### config.mk
export PLATFORM = sky130hd
export DESIGN_NAME = mem_responder
export DESIGN_NICKNAME = d
export VERILOG_FILES = /design/src/rtl/mem_responder.sv
export SDC_FILE = /design/constraint.sdc
export NUM_CORES = 1
export LEC_CHECK = 0
export CORE_MARGIN = 2
export CORE_UTILIZATION = 55
export DETAILED_ROUTE_END_ITERATION = 7
export PLACE_DENSITY = 0.8
export SYNTH_ARGS = -nofsm -noshare
export SYNTH_HDL_FRONTEND = slang
export SYNTH_SLANG_ARGS = --single-unit
export TNS_END_PERCENT = 30
### constraint.sdc
create_clock -name clk -period 5.6 [get_ports clk]
set_input_delay 0.56 -clock clk [delete_from_list [all_inputs] [get_ports clk]]
set_output_delay 0.56 -clock clk [all_outputs]
set_load 0.01 [all_outputs]
### src/rtl/mem_responder.sv
// Valid/ready memory responder: single read/write requests, fixed wait states,
// registered ready/rdata, protocol-abort detection and a wrapping transfer counter.
module mem_responder #(
  parameter int ADDR_WIDTH  = 5,
  parameter int WIDTH       = 8,
  parameter int WAIT_CYCLES = 2
) (
  input  logic                  clk,
  input  logic                  rst,
  input  logic                  valid,
  input  logic [ADDR_WIDTH-1:0] addr,
  input  logic                  wr_rd,
  input  logic [WIDTH-1:0]      wdata,
  output logic                  ready,
  output logic [WIDTH-1:0]      rdata,
  output logic                  proto_err,
  output logic [15:0]           xfer_count
);

  localparam int unsigned DEPTH = 2 ** ADDR_WIDTH;

  typedef enum logic [1:0] {S_IDLE, S_WAIT, S_ACK} state_t;

  state_t                 state, state_n;
  logic [3:0]             cnt;
  logic [ADDR_WIDTH-1:0]  lat_addr;
  logic                   lat_wr;
  logic [WIDTH-1:0]       lat_wdata;
  logic [WIDTH-1:0]       mem [DEPTH];

  logic                   accept, complete, violation, load_rd, rd_is_read;
  logic [ADDR_WIDTH-1:0]  rd_addr;

  always_ff @(posedge clk or negedge rst) begin
    if (!rst) state <= S_IDLE;
    else      state <= state_n;
  end

  always_comb begin
    state_n = state;
    case (state)
      S_IDLE: if (valid) state_n = (WAIT_CYCLES == 0) ? S_ACK : S_WAIT;
      S_WAIT: begin
        if (!valid)          state_n = S_IDLE;
        else if (cnt == '0)  state_n = S_ACK;
      end
      S_ACK:   state_n = S_IDLE;
      default: state_n = S_IDLE;
    endcase
  end

  // With zero wait states the read is loaded on the accept edge itself,
  // so the live request fields stand in for the not-yet-latched ones.
  always_comb begin
    accept     = (state == S_IDLE) && valid;
    complete   = (state == S_ACK) && valid;
    violation  = ((state == S_WAIT) || (state == S_ACK)) && !valid;
    load_rd    = (state_n == S_ACK) && (state != S_ACK);
    rd_addr    = (state == S_IDLE) ? addr : lat_addr;
    rd_is_read = (state == S_IDLE) ? !wr_rd : !lat_wr;
  end

  always_ff @(posedge clk or negedge rst) begin
    if (!rst) begin
      cnt        <= '0;
      lat_addr   <= '0;
      lat_wr     <= 1'b0;
      lat_wdata  <= '0;
      ready      <= 1'b0;
      rdata      <= '0;
      proto_err  <= 1'b0;
      xfer_count <= '0;
      for (int unsigned i = 0; i < DEPTH; i++) mem[i] <= '0;
    end else begin
      ready     <= (state_n == S_ACK);
      proto_err <= violation;
      if (accept) begin
        lat_addr  <= addr;
        lat_wr    <= wr_rd;
        lat_wdata <= wdata;
        cnt       <= 4'(WAIT_CYCLES - 1);
      end else if ((state == S_WAIT) && (cnt != '0)) begin
        cnt <= cnt - 4'd1;
      end
      if (load_rd && rd_is_read) rdata <= mem[rd_addr];
      if (complete) begin
        xfer_count <= xfer_count + 16'd1;
        if (lat_wr) mem[lat_addr] <= lat_wdata;
      end
    end
  end

endmodule

# --- Word-level counts from Yosys, hierarchy flattened ---
# Cells that the tools add are included.
classes:
  n_addsub: 2
  order_cmp: 3
  n_eq_ne: 4
  mux: 14
  n_bitwise: 2
  n_reduce_logical: 16
ops:
  columns: ["op", "count"]
  rows:
  - ["bitwise mux 256 bit", 1]
  - ["binary-select mux 8 bit (select 5 bit)", 1]
  - ["demux 8 bit (select 5 bit)", 1]
  - ["2-to-1 mux 8 bit", 3]
  - ["adder 16 x 1 -> 16 bit (second input constant)", 1]
  - [">= comparator 6 bit (second input constant)", 2]
  - ["inverter 5 -> 6 bit", 2]
  - ["2-to-1 mux 4 bit", 2]
  - ["logical AND 1 bit", 7]
  - ["less-than comparator 6 x 1 -> 1 bit (second input constant)", 1]
  - ["2-to-1 mux 2 bit", 3]
  - ["2-to-1 mux 5 bit", 1]
  - ["equality test 2 bit (second input constant)", 2]
  - ["zero test 4 bit", 1]
  - ["one-hot mux 2 bit (2 select lines)", 1]
  - ["nonzero test 4 bit", 1]
  - ["subtractor 4 x 1 -> 4 bit (second input constant)", 1]
  - ["zero test 1 bit", 3]
  - ["equality test 2 x 1 -> 1 bit (second input constant)", 1]
  - ["zero test 2 bit", 1]
  - ["!= test 2 bit (second input constant)", 1]
  - ["AND reduction 2 bit", 1]
  - ["nonzero test 2 bit", 1]
  - ["logical OR 1 bit", 1]
  - ["2-to-1 mux 1 bit", 1]
word_totals:
  regBits: 302
  input_bits: 17
  output_inout_bits: 26
  word_cells: 82

# --- Logic depth before layout (Yosys ltp) ---
# Gate-level depths: netlist (run 1).
depth:
  word_depth: 7
  depth_mapped: 10
  ltp_nobuf: 7

# --- Worst setup path after synthesis (run 1) ---
# No wires, ideal clock.
synth_path:
  path_kind: "flip-flop to flip-flop"
  startpoint: "register state[0]"
  endpoint: "register rdata[5]"
  setup_ns: 0.123
  t_arrival_ns: 2.355
  required_time_ns: 5.477
  slack_ns: 3.122
  path_stages_with_launch: 9
  period_less_slack_ns: 2.478
  cell_sequence: "dfrtp_1 -> inv_1 -> ha_1 -> mux2i_1 -> buf_2 -> mux4_2 -> a22oi_1 -> o21ai_0 -> o221a_2"
synth_between:
  elab_chain_cells: 6
  word_cells_on_any_way: 16
synth_lines:
  columns: ["item", "line_no", "rtl"]
  rows:
  - ["from (decl)", "24", "state_t state, state_n;"]
  - ["from (signal assigned)", "36", "else state <= state_n;"]
  - ["zero test 2 bit / 2-to-1 mux 2 bit (equally long branches)", null, null]
  - ["2-to-1 mux 5 bit / 2-to-1 mux 2 bit (equally long branches)", "59, 44", null]
  - ["inverter 5 -> 6 bit (implied by the code) / one-hot mux 2 bit (2 select lines) (equally long branches)", "85, 41", null]
  - ["binary-select mux 8 bit (select 5 bit) / equality test 2 bit (equally long branches)", "85, 58", null]
  - ["2-to-1 mux 8 bit (implied by the code) / logical AND 1 bit (equally long branches)", "85, 58", null]
  - ["2-to-1 mux 8 bit (implied by the code) / logical AND 1 bit (equally long branches)", "85", "if (load_rd && rd_is_read) rdata <= mem[rd_addr];"]
  - ["to (signal assigned)", "85", null]
  - ["to (decl)", "15", "output logic [WIDTH-1:0] rdata,"]
# Several ways; a longest one is shown, not always the timed one. The select of a mux whose other input is x is not followed.
# A chain may end at the register's enable or synchronous reset.

# --- Worst setup path in the final report (run 1) ---
# Same ends and word-level chain as after synthesis.

==> results.cfg, run 1 <==
[status]
status = finished, final reports clean

[global_routing]
grt_overflow_total = 0
grt_max_degree = 122
antenna_found_initial = 0
grt_pass1_vias = 8418
grtUsageTotal_pct = 24.6
grt_first_pass_wirelength_um = 49500

[sta]
setup-violations-final = 0
max-slew-margin-rel_pct = 15.7
max_freq_ghz = 0.252
period_needed_ns = 3.97
worst_slew_pin_slew_ns = 1.26
fin_ws_ns = 1.63
rsz0062_at_grt = false
final.setup.tns_ns = 0
finClkSkew_ns = 0.0211
timing.final.crit_share_pct = 71.0
slew_violations = 0
final_hold_viol_count = 0

[floorplanning]
boundaryPins = 43
core_area_um2 = 24400
initial_utilization_pct = 56.1
die-area_um2 = 26200
chipHeight_um = 162
die_w_um = 162
core.rowCount = 57

[synthesis]
yosys.area_share.simple_pct = 4.31
synthMuxAreaShare_pct = 33.8
yosys-top-cells-area = dfrtp_1 55%, mux2_2 23%, mux4_2 10%
synthCells = 905
yosysTopAreaCell = dfrtp_1
netlist_area_um2 = 13700
yosys.cell_types.count = 46
yosysWarnings = 0
synth_top_family_by_area = multiplexers
syn_avg_cell_area_um2 = 15.1
synth-seq-area-share_pct = 55.2
ys_ff_latch = 302
synth_fa_ha_area_share_pct = 0.457
yosysTopAreaCellShare_pct = 55.2
syn-num-nets = 927
synth_ff_type = dfrtp_1
synth-edff-count = 0
synthXorXnorAreaFrac_pct = 1.09
synth_compound_area_share_pct = 3.32
async_reset_ff_share_pct = 100

[power]
p_int_w = 0.00428
p_seq_share_pct = 45.5
pwr-share-clk_pct = 31.1
powerDensity_nw_per_um2 = 419
peakVddDrop_mv = 0.351
p_comb_share_pct = 23.4
p_leak_nw = 7.25
power_switching_share_pct = 33.5
power_switching_w = 0.00216

[clock_tree]
clk_pin_slew_ns = 0.06
clockBufferDepth = 3
hold_buffers = 0
cts_tree = built
postCtsSetupBuffers = 0
insertion_delay_ns = 0.56
numCtsBuffers = 30
cts_root_buf = clkbuf_16
ctsResizeCount = 0
clock_sinks = 302
cts_htree_levels = 1

[cells_and_area]
fin_nets = 954
syn_to_final_growth_pct = 12.5
final_cells = 1280
antenna_cells = 0
drive_above_1_share_pct = 44.4

[worst_setup_path]
critPathKind = reg -> reg
path_max_fanout = 29
cp-end-kind = register
critPathArrivalTime_ns = 4.40
required_ns = 6.03
cp-start-kind = register

[place]
dpl.hpwl_um = 19300
place_ws_ns = 1.65
port_buffers = 42
gp_congestion = 0.816
dpl.cell_count = 1224

[detailed_routing]
drc = 0
vias = 8098
drt_wl_total_um = 31300
via_per_inst = 6.33
first_pass_iters = 5
postRouteAntennaNets = 0
wire_per_inst_um = 24.4
drt-initial-drc-count = 813

[worst_hold_path]
min_path_type = in -> async

[flow_run]
maxCapViolations = 0
power by group through the flow:
stage	sequential, W	combinational (W)	clock [W]
3_3_place_gp	0.00294	0.00148	0
6_report	0.00293	0.00150	0.00200
4_1_cts	0.00292	0.00151	0.00203
3_5_place_dp	0.00295	0.00150	0
2_1_floorplan	0.00259	0.00126	0
5_1_grt	0.00298	0.00160	0.00212
synthesized netlist by cell type (all sizes together) (2+ instances only):
library cell  instances
xnor2                11
buf                  23
inv                   4
xor2                  6
mux2i                 6
ha                    5
nor4                  3
a22oi                26
a211o                 2
or2                   3
nor2                 25
nand2b                4
nand3                18
o221a                 2
mux2                281
and2                  4
nor2b                 6
nor3                  3
o21ai                 5
nand4                 9
a21oi                 7
o211a                 6
a211oi                2
mux4                 62
clkbuf               33
dfrtp               302
a221oi                2
nand2                31
o211ai                4
cells in the final DEF (no fill, tap or decap), drive strengths merged, types with 2 or more instances in the layout:
| master | count |
|---|---|
| o211ai | 4 |
| o211a | 6 |
| mux2i | 6 |
| o221a | 2 |
| a211oi | 2 |
| and2 | 4 |
| xor2 | 6 |
| dfrtp | 302 |
| xnor2 | 11 |
| a211o | 2 |
| nor2 | 25 |
| or2 | 3 |
| nor2b | 6 |
| nor4 | 3 |
| nand4 | 9 |
| clkdlybuf4s50 | 41 |
| nand2 | 31 |
| a21oi | 7 |
| mux2 | 281 |
| inv | 4 |
| clkbuf | 44 |
| a221oi | 2 |
| ha | 5 |
| o21ai | 5 |
| a22oi | 26 |
| clkinv | 11 |
| nor3 | 3 |
| nand2b | 4 |
| nand3 | 18 |
| mux4 | 62 |
| buf | 10 |
cell families (layout without fill, tap and decap cells):
family | after synthesis | in the layout
AO/OA/AOI/OAI | 59 | 59
XOR/XNOR | 17 | 17
adder cells (fa/ha/maj) | 5 | 5
buffers and inverters | 60 | 111
flip-flops | 302 | 302
multiplexers | 349 | 349
AND/OR/NAND/NOR | 113 | 113
worst max-delay path, stage by stage (launching register included):
cell and delay, ns:
dfrtp_1 0.42, inv_1 0.10, ha_1 0.75, mux2i_4 0.80
buf_12 0.34, buf_4 0.32, mux4_2 0.53, mux2i_1 0.15
o21ai_0 0.13, o221a_2 0.27
state kept, by name, indices dropped and copies added (netlist names):
| register | flops |
|---|---|
| cnt | 4 |
| proto_err | 1 |
| xfer_count | 16 |
| lat_wdata | 8 |
| state | 2 |
| lat_wr | 1 |
| lat_addr | 5 |
| ready | 1 |
| mem | 256 |
| rdata | 8 |
final cells by class:
cell class / instances / area [um^2]
clock buffers: 44 / 915
clock inverters: 12 / 88.8
fillers: 1733 / 9000
inverters: 4 / 15.0
multi-input cells: 543 / 5890
flip-flops and latches: 302 / 7560
well taps: 324 / 405
repair buffers: 51 / 518
path summary, 6_finish.rpt:
path | startpoint | to | slack [ns] | depth (start not counted)
setup / recovery | state[0] | rdata[5] | 1.63 | 9
hold / removal | rst | mem[53] | 0.06 | 1
setup reg to reg | state[0] | rdata[5] | 1.63 | 9
hold reg to reg | xfer_count[15] | xfer_count[15] | 0.48 | 1
max in group asynchronous | rst | xfer_count[0] | 3.98 | 2
min in group clk | xfer_count[15] | xfer_count[15] | 0.48 | 1
metal layers:
metal  track usage, %  part of all wire, %  vias to the layer above
li1                 -                    -                     3434
met1             34.7                   43                     4322
met2             39.8                   48                      278
met3             3.73                  5.9                       64
met4             8.09                  3.3                        0
met5                0                    0                        -
metrics by stage:
stage          util [%]  hold WS (ns)  power, W  instance area [um^2]
6_report           63.1        0.0626   0.00644                 15400
5_1_grt            63.1         0.119   0.00670                 15400
4_1_cts            63.1        0.0820   0.00646                 15400
3_5_place_dp       59.0         0.468   0.00445                 14400
3_3_place_gp       59.0         0.457   0.00442                 14400
2_1_floorplan         -         0.264   0.00384                 13700
No activity file was read; power rests on OpenSTA's default activity.
==> run 2: changes to the inputs <==
==> constraint.sdc (replaced) <==
create_clock -name clk -period 3.7 [get_ports clk]
set_input_delay 0.37 -clock clk [delete_from_list [all_inputs] [get_ports clk]]
set_output_delay 0.37 -clock clk [all_outputs]
set_load 0.01 [all_outputs]
==> run 2 against run 1 <==
  * Non-clock buffer count rose by 19
  * Via count rose by 0.88%
  * Utilization up 0.75 points
  * Wire length shrank 2.0%
  * Critical path depth shrank 1
  * Setup slack worse by 1.1 ns
  * Sequential cell count unchanged
  * Critical path type unchanged
  * Hold slack improved by 0.32 ns
  * Clock skew shrank 0.0080 ns
==> results.cfg, run 2 (synthesis results as in run 1) <==
[sta]
worst_slew_pin_slew_ns = 1.28
finClkSkew_ns = 0.0130
max_freq_ghz = 0.316
final.setup.tns_ns = 0
fin_ws_ns = 0.540
hold-worst-slack_ns = 0.382
final_hold_viol_count = 0
max-slew-margin-rel_pct = 14.5
period_needed_ns = 3.16
setup-violations-final = 0
timing.final.crit_share_pct = 85.4
rsz0062_at_grt = false
slew_violations = 0

[worst_setup_path]
cp-end-kind = register
r2r_setup_slack_ns = 0.54
path_cells = inv_1 -> ha_1 -> mux2i_4 -> buf_12 -> mux4_2 -> a22oi_1 -> nand3_1 -> o211a_1
timing.rr.end = rdata[1]
path_max_fanout = 46
slowest_stage = mux4_2
r2r_cells = 8
critPathKind = reg -> reg
critical_path_buf_inv_count = 2
startpoint = state[0]
cp-start-kind = register
critPathArrivalTime_ns = 3.61
worst_path_largest_cell_delay_ns = 0.58
crit_cells = 8
required_ns = 4.15
r2r-start = state[0]
cp_top_family = multiplexers

[floorplanning]
die-area_um2 = 26200
core.rowCount = 57
core_area_um2 = 24400
chipHeight_um = 162
die_w_um = 162
initial_utilization_pct = 56.1
boundaryPins = 43

[cells_and_area]
antenna_cells = 0
top_regs = mem x256, xfer_count x16
drive_above_1_share_pct = 45.0
layout_common_cells = 302 x dfrtp_1, 280 x mux2_2, 62 x mux4_2, 41 x clkdlybuf4s50_1
utilization_pct = 63.9
syn_to_final_growth_pct = 13.8
mostFrequentLayoutCell = dfrtp_1
largest-register = mem
fin_nets = 973
n_fill_cell = 1721
largest_register_ffs = 256

[global_routing]
antenna_found_initial = 0
grt_pass1_vias = 8571
grt_overflow_total = 0
grtUsageTotal_pct = 24.1
grt_first_pass_wirelength_um = 49200
grt_max_degree = 79

[clock_tree]
cts_root_buf = clkbuf_16
clockBufferDepth = 3
clk_pin_slew_ns = 0.06
clock_sinks = 302
postCtsSetupBuffers = 0
cts_tree = built
cts_htree_levels = 1
numCtsBuffers = 30
insertion_delay_ns = 0.55

[flow_run]
maxCapViolations = 0

[power]
power_w = 0.00986
peakVddDrop_mv = 0.614
p_leak_nw = 7.35
powerDensity_nw_per_um2 = 633

[detailed_routing]
wire_per_inst_um = 23.6
drt_wl_total_um = 30600
drc = 0
first_pass_iters = 8
postRouteAntennaNets = 0
via_per_inst = 6.29
drt-initial-drc-count = 625
vias = 8169

[place]
gp_congestion = 0.867
dpl.hpwl_um = 19700
place_ws_ns = 0.622
port_buffers = 42

[worst_hold_path]
min_path_type = in -> async

[status]
status = finished, final reports clean
## run 2: changes by cell type in the layout (fill, tap and decap cells not counted), sizes merged
cell         delta
bufinv          +1
dlygate4sd3     +1
buf            +18
clkinv          -6
clkbuf          +3
clkinvlp        +1
## run 2: routing by layer
layer / GRT usage, % / vias to the layer above / share of wire, %
met5: 0 / - / 0
met4: 8.85 / 0 / 3.3
met3: 3.29 / 57 / 5.3
met2: 39.5 / 268 / 48
met1: 33.7 / 4378 / 43
li1: - / 3466 / -
## run 2: report_power, final
| group | switching, W | internal (W) | leakage, nW | total (W) |
|---|---|---|---|---|
| Combinational | 0.00122 | 0.00111 | 2.68 | 0.00233 |
| Sequential | 0.000774 | 0.00364 | 4.16 | 0.00441 |
| Clock | 0.00126 | 0.00185 | 0.506 | 0.00312 |
| Total | 0.00325 | 0.00661 | 7.35 | 0.00986 |
## run 2: final cells by class
class / count / area (um^2) / area share, %
Sequential cell: 302 / 7560 / 48.5
Multi-Input combinational cell: 543 / 5890 / 37.8
Clock buffer: 47 / 926 / 5.94
Timing Repair Buffer: 70 / 676 / 4.34
Tap cell: 324 / 405 / 2.60
Clock inverter: 8 / 104 / 0.667
Inverter: 4 / 15.0 / 0.0964
## run 2: stage by stage
step | instance area, um^2 | instances
6_report | 15600 | 1298
3_3_place_gp | 14500 | 1242
2_1_floorplan | 13700 | 905
5_1_grt | 15600 | 1298
3_5_place_dp | 14500 | 1242
4_1_cts | 15600 | 1298
## run 2: how the worst max path moves through the flow
stage                          end  slack (ns)
after global placement    rdata[1]        0.61
after CTS                 rdata[1]        0.55
after floorplan           rdata[5]        1.22
after global routing      rdata[1]        0.39
final                     rdata[1]        0.54
after detailed placement  rdata[1]        0.62
## run 2: worst register-to-register path, cell delays in order, from the launching register on
cell,delay [ns]
dfrtp_1,0.43
inv_1,0.10
ha_1,0.51
mux2i_4,0.37
buf_12,0.38
mux4_2,0.60
a22oi_1,0.29
nand3_1,0.21
o211a_1,0.18
## run 2: repair_timing
action | 4_1_cts | 5_1_grt
endpoints found under the setup margin | 0 | 0
gates resized for setup | 0 | 0
hold buffers | 1 | 0
hold endpoints to repair | 74 | 0
==> run 3: changes to the inputs <==
--- a/config.mk
+++ b/config.mk
@@ -5,7 +5,6 @@
 export SDC_FILE = /design/constraint.sdc
 export NUM_CORES = 1
 export LEC_CHECK = 0
-export CORE_MARGIN = 2
 export CORE_UTILIZATION = 55
 export DETAILED_ROUTE_END_ITERATION = 7
 export PLACE_DENSITY = 0.8
==> run 3 against run 2 <==
  * Sequential cell count stayed put
  * Register-to-register slack worse by 0.06 ns
  * Global-route usage is 0.40 points higher
  * Wire length is 1.3% lower
  * Combinational power is 2% higher
  * Via count is 1.6% lower
  * Clock-buffer cell count is 1 lower
  * Clock skew hardly changed
  * Die area is 2.5% lower
  * Sequential power hardly changed
  * Hold slack better by 0.0035 ns
  * Largest power group unchanged
  * Maximum frequency is 1.8% lower
==> results.cfg, run 3 (synthesis results as in run 1) <==
[worst_setup_path]
r2r_setup_slack_ns = 0.48
worst_path_largest_cell_delay_ns = 0.57
r2r_cells = 8
cp-end-kind = register
path_cells = inv_1 -> ha_1 -> mux2i_4 -> buf_12 -> mux4_2 -> a22oi_1 -> o21ai_0 -> o221a_2
critPathKind = reg -> reg
required_ns = 4.14
cp-start-kind = register
critPathArrivalTime_ns = 3.66
slowest_stage = mux4_2
path_max_fanout = 49

[floorplanning]
boundaryPins = 43
chipHeight_um = 160
die_w_um = 160
initial_utilization_pct = 56.1
die-area_um2 = 25500
core_area_um2 = 24400
core.rowCount = 57

[cells_and_area]
top_regs = mem x256, xfer_count x16
antenna_cells = 0
syn_to_final_growth_pct = 13.0
fin_nets = 974
utilization_pct = 63.4
largest_register_ffs = 256
largest-register = mem
layout_common_cells = 302 x dfrtp_1, 280 x mux2_2, 62 x mux4_2, 41 x clkdlybuf4s50_1, 31 x nand2_1
mostFrequentLayoutCell = dfrtp_1
drive_above_1_share_pct = 44.5

[place]
gp_congestion = 0.901
port_buffers = 42
dpl.hpwl_um = 19000

[detailed_routing]
drt_wl_total_um = 30200
postRouteAntennaNets = 0
vias = 8038
first_pass_iters = 5
wire_per_inst_um = 23.4
drt-initial-drc-count = 626
via_per_inst = 6.21
drc = 0

[flow_run]
maxCapViolations = 0

[power]
p_leak_nw = 7.29
peakVddDrop_mv = 0.591
powerDensity_nw_per_um2 = 620

[global_routing]
antenna_found_initial = 0
grtUsageTotal_pct = 24.6
use_met3_pct = 3.14
grt_use_met2_pct = 40.7
met1_usage_pct = 34.3
grt_first_pass_wirelength_um = 48600
grt_max_degree = 81
top_usage_layer = met2
grt_pass1_vias = 8486
grt_overflow_total = 0

[sta]
period_needed_ns = 3.22
finClkSkew_ns = 0.0129
final.setup.tns_ns = 0
timing.final.crit_share_pct = 87.0
setup-violations-final = 0
worst_slew_pin_slew_ns = 1.20
max-slew-margin-rel_pct = 19.8
slew_violations = 0
final_hold_viol_count = 0
max_freq_ghz = 0.311
rsz0062_at_grt = false

[clock_tree]
clock_sinks = 302
postCtsSetupBuffers = 0
ctsResizeCount = 0
clockBufferDepth = 3
clk_pin_slew_ns = 0.06
cts_tree = built
cts_root_buf = clkbuf_16
insertion_delay_ns = 0.56
numCtsBuffers = 30
cts_htree_levels = 1
hold_buffers = 1

[status]
status = finished, final reports clean

[worst_hold_path]
min_path_type = in -> async
run 3: cell types whose count changed in the layout (fill, tap and decap cells not counted):
cell / before / now
buf_4: 24 / 25
bufinv_16: 2 / 0
clkinvlp_4: 1 / 0
clkbuf_16: 31 / 30
clkbuf_8: 9 / 6
clkbuf_1: 7 / 10
run 3: power breakdown:
group          internal [W]  switching (W)  leakage, nW
clock               0.00161        0.00123        0.447
combinational       0.00113        0.00124         2.69
sequential          0.00364       0.000740         4.16
run 3: critical path: cells and delay by family, from the launching register on:
family / cells / cell delay (ns)
buffers and inverters: 2 / 0.51
AO/OA/AOI/OAI: 3 / 0.71
adder cells (fa/ha/maj): 1 / 0.51
multiplexers: 2 / 0.93
flip-flops: 1 / 0.42
run 3: routing by layer:
metal  vias up  share of wire, %
li1       3466                 -
met1      4295                43
met2       230                49
met3        47               5.0
met4         0               2.3
met5         -                 0
run 3: layout make-up:
type	instances	area [um^2]
Clock inverter	5	36.3
Inverter	4	15.0
Fill cell	1772	8930
Tap cell	324	405
Clock buffer	46	871
Multi-Input combinational cell	543	5890
Timing Repair Buffer	71	683
Sequential cell	302	7560
run 3: path summary, 6_finish.rpt:
check,from,end
max,state[0],rdata[5]
min reg2reg,xfer_count[15],xfer_count[15]
max in group asynchronous,rst,lat_wdata[4]
max reg2reg,state[0],rdata[5]
min in group clk,wdata[2],lat_wdata[2]
min,rst,mem[48]
run 3: metrics by stage:
step | total power, W | cell area, um^2 | hold WS (ns) | cells | setup WS (ns)
final | 0.00958 | 15500 | 0.385 | 1295 | 0.482
after global routing | 0.00999 | 15500 | 0.417 | 1295 | 0.370
after CTS | 0.00964 | 15500 | 0.413 | 1295 | 0.516
after detailed placement | 0.00679 | 14500 | 0.404 | 1243 | 0.450
after global placement | 0.00673 | 14500 | 0.408 | 1243 | 0.560
after floorplan | 0.00582 | 13700 | 0.0744 | 905 | 1.22
